$ cat src/rtl/tracker_pkg.sv
// Shared types and frame geometry for the tracker datapath: template layout, capture FSM
// states and the origin clamp used to place the template inside the frame.
package tracker_pkg;
    localparam int VGA_W    = 640;
    localparam int VGA_H    = 480;
    localparam int TPL_W    = 16;
    localparam int PIX_W    = 4;
    localparam int CNT_W    = $clog2(TPL_W);
    localparam int ADDR_W   = 19;
    localparam int TPL_BITS = TPL_W * TPL_W * PIX_W;

    typedef logic [PIX_W-1:0] pixel_t;
    typedef pixel_t [TPL_W-1:0][TPL_W-1:0] template_t;

    typedef enum logic [2:0] {
        ST_IDLE,
        ST_WAIT_RDY,
        ST_ISSUE,
        ST_DRAIN,
        ST_COMMIT
    } cap_state_t;

    // Top-left corner of a template centred on 'centre', kept fully inside [0, limit].
    function automatic logic [9:0] clamp_origin(input logic [9:0] centre, input logic [9:0] limit);
        logic signed [10:0] diff;
        logic [9:0]         res;
        diff = $signed({1'b0, centre}) - $signed(11'(TPL_W / 2));
        if (diff < 0)
            res = '0;
        else if (diff > $signed({1'b0, limit}))
            res = limit;
        else
            res = diff[9:0];
        return res;
    endfunction
endpackage

$ cat src/rtl/bram_read_pipe.sv
// Tag delay line matching BRAM read latency: {valid,tag} emerges RD_LAT cycles after push.
// No backpressure; flush clears all in-flight entries so their data is never claimed.
module bram_read_pipe #(
    parameter int RD_LAT = 2,
    parameter int TAG_W  = 8
) (
    input  logic             clk,
    input  logic             rst_n,
    input  logic             flush,
    input  logic             push_vld,
    input  logic [TAG_W-1:0] push_tag,
    output logic             ret_vld,
    output logic [TAG_W-1:0] ret_tag
);
    logic [RD_LAT-1:0] vld_sr;
    logic [TAG_W-1:0]  tag_sr [RD_LAT];

    always_ff @(posedge clk) begin
        if (!rst_n || flush) begin
            vld_sr <= '0;
            for (int i = 0; i < RD_LAT; i++) tag_sr[i] <= '0;
        end else begin
            vld_sr[0] <= push_vld;
            tag_sr[0] <= push_tag;
            for (int i = 1; i < RD_LAT; i++) begin
                vld_sr[i] <= vld_sr[i-1];
                tag_sr[i] <= tag_sr[i-1];
            end
        end
    end

    assign ret_vld = vld_sr[RD_LAT-1];
    assign ret_tag = tag_sr[RD_LAT-1];
endmodule

$ cat src/rtl/template_capture.sv
// Reads a TPL_W x TPL_W window from the static frame BRAM into a shadow buffer and commits it
// atomically; commit lands TPL_W*TPL_W + RD_LAT + 3 cycles after the request when the frame is stable.
module template_capture
    import tracker_pkg::*;
#(
    parameter int RD_LAT = 2
) (
    input  logic                clk,
    input  logic                rst_n,
    input  logic                capture_req,
    input  logic [9:0]          c_x,
    input  logic [9:0]          c_y,
    input  logic                frame_rdy,
    output logic                bram_rd_en,
    output logic [ADDR_W-1:0]   bram_addr,
    input  logic [PIX_W-1:0]    bram_data,
    output logic [TPL_BITS-1:0] template_reg,
    output logic                template_valid,
    output logic                template_upd,
    output logic                busy
);
    localparam int TAG_W = 2 * CNT_W;
    localparam logic [CNT_W-1:0] LAST = CNT_W'(TPL_W - 1);

    cap_state_t        state, state_nxt;
    logic [CNT_W-1:0]  row, col;
    logic [9:0]        x0, y0;
    logic [TAG_W-1:0]  rd_tag;
    logic              issue, abort;
    logic              ret_vld;
    logic [TAG_W-1:0]  ret_tag;
    logic [ADDR_W-1:0] addr_calc;
    template_t         shadow, tpl_q;

    assign addr_calc = (ADDR_W'(y0) + ADDR_W'(row)) * ADDR_W'(VGA_W) + ADDR_W'(x0) + ADDR_W'(col);

    always_comb begin
        state_nxt = state;
        issue     = 1'b0;
        abort     = 1'b0;
        unique case (state)
            ST_IDLE:     if (capture_req) state_nxt = ST_WAIT_RDY;
            ST_WAIT_RDY: if (frame_rdy) state_nxt = ST_ISSUE;
            ST_ISSUE: begin
                if (!frame_rdy) begin
                    abort     = 1'b1;
                    state_nxt = ST_WAIT_RDY;
                end else begin
                    issue = 1'b1;
                    if (row == LAST && col == LAST) state_nxt = ST_DRAIN;
                end
            end
            ST_DRAIN: begin
                if (!frame_rdy) begin
                    abort     = 1'b1;
                    state_nxt = ST_WAIT_RDY;
                end else if (ret_vld && ret_tag == {LAST, LAST}) begin
                    state_nxt = ST_COMMIT;
                end
            end
            ST_COMMIT:   state_nxt = ST_IDLE;
            default:     state_nxt = ST_IDLE;
        endcase
    end

    always_ff @(posedge clk) begin
        if (!rst_n) begin
            state          <= ST_IDLE;
            row            <= '0;
            col            <= '0;
            x0             <= '0;
            y0             <= '0;
            bram_rd_en     <= 1'b0;
            bram_addr      <= '0;
            rd_tag         <= '0;
            tpl_q          <= '0;
            template_valid <= 1'b0;
        end else begin
            state      <= state_nxt;
            bram_rd_en <= issue;
            if (state == ST_IDLE && capture_req) begin
                x0 <= clamp_origin(c_x, 10'(VGA_W - TPL_W));
                y0 <= clamp_origin(c_y, 10'(VGA_H - TPL_W));
            end
            // Any cycle without an issue (idle, waiting, aborted) rewinds the raster to (0,0).
            if (issue) begin
                bram_addr <= addr_calc;
                rd_tag    <= {row, col};
                col       <= col + 1'b1;
                if (col == LAST) row <= row + 1'b1;
            end else begin
                row <= '0;
                col <= '0;
            end
            if (state == ST_COMMIT) begin
                tpl_q          <= shadow;
                template_valid <= 1'b1;
            end
        end
    end

    always_ff @(posedge clk) begin
        if (ret_vld) shadow[ret_tag[TAG_W-1:CNT_W]][ret_tag[CNT_W-1:0]] <= bram_data;
    end

    bram_read_pipe #(
        .RD_LAT (RD_LAT),
        .TAG_W  (TAG_W)
    ) u_rd_pipe (
        .clk      (clk),
        .rst_n    (rst_n),
        .flush    (abort),
        .push_vld (bram_rd_en),
        .push_tag (rd_tag),
        .ret_vld  (ret_vld),
        .ret_tag  (ret_tag)
    );

    assign template_reg = tpl_q;
    assign template_upd = (state == ST_COMMIT);
    assign busy         = (state != ST_IDLE);
endmodule

$ cat config.mk
export PLATFORM = sky130hd
export DESIGN_NAME = template_capture
export DESIGN_NICKNAME = d
export VERILOG_FILES = /design/src/rtl/tracker_pkg.sv /design/src/rtl/bram_read_pipe.sv /design/src/rtl/template_capture.sv
export SDC_FILE = /design/constraint.sdc
export NUM_CORES = 2
export LEC_CHECK = 0
export BUFFER_PORTS_ARGS = -buffer_cell sky130_fd_sc_hd__buf_2
export CAP_MARGIN = 10
export CORE_ASPECT_RATIO = 1.4
export CORE_MARGIN = 5
export CORE_UTILIZATION = 40
export CTS_CLUSTER_SIZE = 24
export DETAILED_ROUTE_END_ITERATION = 8
export SLEW_MARGIN = 20
export SYNTH_ARGS = -nofsm -noshare
export SYNTH_HDL_FRONTEND = slang
export SYNTH_SLANG_ARGS = --single-unit
$ cat constraint.sdc
create_clock -name clk -period 10.1 [get_ports clk]
set_input_delay 1.515 -clock clk [delete_from_list [all_inputs] [get_ports clk]]
set_output_delay 1.515 -clock clk [all_outputs]
set_load 0.03 [all_outputs]
==> results by stage <==
Timing:
- The final number of hold-violating endpoints is 0.
- Setup repair after global routing left no endpoint under its margin.
- Timing would allow up to 230 MHz.
- The clock arrives with 0.0381 ns of skew.
- The pin slew with the least headroom to its limit is 1.13 ns.
- The number of failing setup endpoints in the final timing report is 0.
- The minimum clock period is 4.34 ns.
- In the finished design, the share of the clock period the worst path needs comes to 43.0%.
- The worst pin sits at a relative slew slack of roughly a quarter.
- The accumulated negative setup slack is 0 ns.
- The count of pins over their slew limit is 0.

Setup path:
- The worst setup path is of the register to register kind.
- The worst setup path is launched from a register.
- The path depth of the worst reg2reg path is 8.
- The required arrival time at the worst endpoint is approximately 11 ns.
- Data arrives at the worst endpoint at 5.08 ns.
- Along the worst path, the maximum fanout reaches 198.
- The endpoint type of the worst setup path is a register.

Detailed routing:
- Dividing the detail-routed wire length by the instance count gives approximately 23 um.
- After detailed routing, the number of remaining DRC violations is 0.
- The final routed wirelength across all metal layers is approximately 220000 um.
- The mean number of vias per cell is 5.10.
- The post-detailed-route count of antenna-violating nets is 0.
- The number of DRC markers after the initial detailed-route iteration is around 4100.
- The total number of vias is 49600.
- Before antenna repair, the detailed router went through 8 iterations.

Global routing:
- The initial antenna violation count came to 10.
- For this run, the total global-route usage over all layers was measured as 22.9%.
- The pin count of the biggest net entering global routing is 228.
- The remaining global-route overflow is 0.
- The number of global-route vias before repair came to 47400.
- The wire length of the first global-routing pass is about 320000 um.

Yosys:
- A synthesized cell averages 11.3 um^2.
- Summing every instance area after synthesis gives 70900 um^2.
- The prevailing post-synth register cell is sky130_fd_sc_hd__dfxtp_1.
- Counting flops and latches in the post-synthesis netlist gives 2126.
- The warning count from the yosys run is 0.
- The proportion of synthesized flip-flops having asynchronous set or reset is 0%.
- The number of distinct standard cells referenced by the synthesized netlist is 63.
- The count of mapped cells out of synthesis is 6289.
- When the netlist entered floorplanning its net count stood at 6352.
- The post-synthesis sequential area ratio is around three quarters.
- The number of synthesized flops with an enable pin is 1024.

Floorplanning:
- The y dimension of the die is 508 um.
- The total core area is 177000 um^2.
- The die covers 186000 um^2.
- The count of pins on the block boundary is 1075.
- Row generation in the floorplan step produced 183 rows.
- The die outline width is approximately 370 um.
- The initial core utilization is 40.1%.

Placement:
- The number of port buffers is about 1100.
- The global placement routability congestion is about 0.83.
- Detailed placement finished with a half-perimeter wire length of 145000 um.

Finish:
- The leading cell type in the layout, fill and taps excluded is sky130_fd_sc_hd__nand2_1.
- The share of cells above drive strength 1 is between 15 and 20%.
- Counting the fill cells in the layout gives 16200.
- The library cells used most frequently in the layout, excluding fill and tap cells, are sky130_fd_sc_hd__nand2_1 (2109), sky130_fd_sc_hd__dfxtp_1 (1102), sky130_fd_sc_hd__buf_2 (1070).
- The number of nets at the end of the flow is 7290.
- Compared with the post-synthesis result, the final layout area differs by 19.6%.

Clock network:
- The clock root buffer master is sky130_fd_sc_hd__clkbuf_16.
- After clock tree synthesis, the flow added hold-fix buffers numbering 0.
- After clock tree synthesis, the clock-pin slew on the worst setup and hold paths is 0.06 ns.
- The number of H-tree levels is 4.
- The clock latency at the later pin of the worst-skew pair is 0.84 ns.
- TritonCTS built the clock tree.
- The number of sinks on the clock net is ~2100.
- The post-cts repair resize count is 0.
- In this run the deepest clock path goes through 3 buffers.
- The number of CTS-inserted buffers is 191.
- After clock tree synthesis, the setup repair step added 0 buffers.

Run status:
- The run finished with clean final reports.

Pwr:
- Power comes to 17.0 mW.
- The static leakage is 30.9 nW.
- Dividing total power by cell area gives a power density of 200 nW/um^2.
- IR analysis of the VDD net gives a maximum drop of 0.168 mV.

Min path:
- Counting instances, the worst hold path has a depth of 1.
- In this run the worst hold path is classified as register to register.

Flow run:
- The number of violations of the max-capacitance limit is 0.
==> layer usage <==
metal	up-vias	share of wire, %	GRT usage [%]
li1	23000	-	-
met2	1868	47	37.1
met1	24300	40	28.8
met5	-	0.012	0
met4	4	4.1	9.10
met3	347	9.5	7.31
==> logic make-up after synthesis <==
| group | after synthesis | share of synthesized area [%] |
|---|---|---|
| AO/OA/AOI/OAI | 1133 | 8.21 |
| XOR/XNOR | 39 | 0.503 |
| adder cells (fa/ha/maj) | 35 | 0.649 |
| buffers and inverters | 411 | 2.26 |
| flip-flops | 2126 | 74.4 |
| multiplexers | 3 | 0.0441 |
| AND/OR/NAND/NOR | 2542 | 13.9 |
==> synthesized netlist by cell type (16+ instances only) <==
cell	number	share of area, %
sky130_fd_sc_hd__nand2_1	2122	11
sky130_fd_sc_hd__dfxtp_1	1102	31
sky130_fd_sc_hd__a21oi_1	1069	7.5
sky130_fd_sc_hd__edfxtp_1	1024	43
sky130_fd_sc_hd__clkbuf_1	345	1.8
sky130_fd_sc_hd__nor2_1	315	1.7
sky130_fd_sc_hd__ha_1	32	0.56
sky130_fd_sc_hd__buf_2	23	0.16
sky130_fd_sc_hd__xor2_1	22	0.27
sky130_fd_sc_hd__nand3_1	20	0.14
sky130_fd_sc_hd__and2_1	19	0.17
sky130_fd_sc_hd__buf_1	19	0.10
sky130_fd_sc_hd__inv_1	18	0.095
sky130_fd_sc_hd__xnor2_1	16	0.20
==> critical path, stage by stage (launching register included) <==
cell and delay [ns]:
sky130_fd_sc_hd__dfxtp_1 0.40, sky130_fd_sc_hd__nor2_1 0.23, sky130_fd_sc_hd__nand2_4 0.42, sky130_fd_sc_hd__inv_8 0.48, sky130_fd_sc_hd__buf_12 0.59, sky130_fd_sc_hd__buf_12 0.60
sky130_fd_sc_hd__buf_4 0.81, sky130_fd_sc_hd__nand2_1 0.13, sky130_fd_sc_hd__a21oi_1 0.16
==> layout make-up <==
class	count	area, um^2	area share (%)
clock inverters	69	717	0.845
diodes	5	12.5	0.0147
repair buffers	1136	6020	7.10
clock buffers	293	5710	6.73
flip-flops and latches	2126	52800	62.2
well taps	2312	2890	3.41
inverters	20	90.1	0.106
multi-input cells	3752	16600	19.6
==> report_power, final <==
group | leakage [nW] | switching (mW) | total (mW) | internal (mW)
clock network | 3.16 | 3.22 | 7.33 | 4.11
registers | 18.1 | 0.0453 | 9.12 | 9.07
logic | 9.62 | 0.426 | 0.547 | 0.121
==> per-stage QoR <==
stage	hold slack, ns	utilization (%)	instances	cell area, um^2	worst slack, ns
global route	0.446	47.9	9709	84800	5.37
finish	0.428	47.9	9713	84800	5.76
detailed placement	0.416	44.3	9346	78400	5.73
floorplan	0.406	-	6289	70900	6.51
CTS	0.431	47.9	9708	84800	5.75
global placement	0.423	44.3	9346	78400	5.77
==> final timing paths <==
kind | to | slack (ns) | from
hold reg to reg | u_rd_pipe.tag_sr[0][12] | 0.43 | u_rd_pipe.tag_sr[0][4]
setup reg to reg | template_reg[577] | 5.76 | state[0]
hold / removal | u_rd_pipe.tag_sr[0][12] | 0.43 | u_rd_pipe.tag_sr[0][4]
setup / recovery | template_reg[577] | 5.76 | state[0]
No activity file was read; power rests on OpenSTA's default activity.
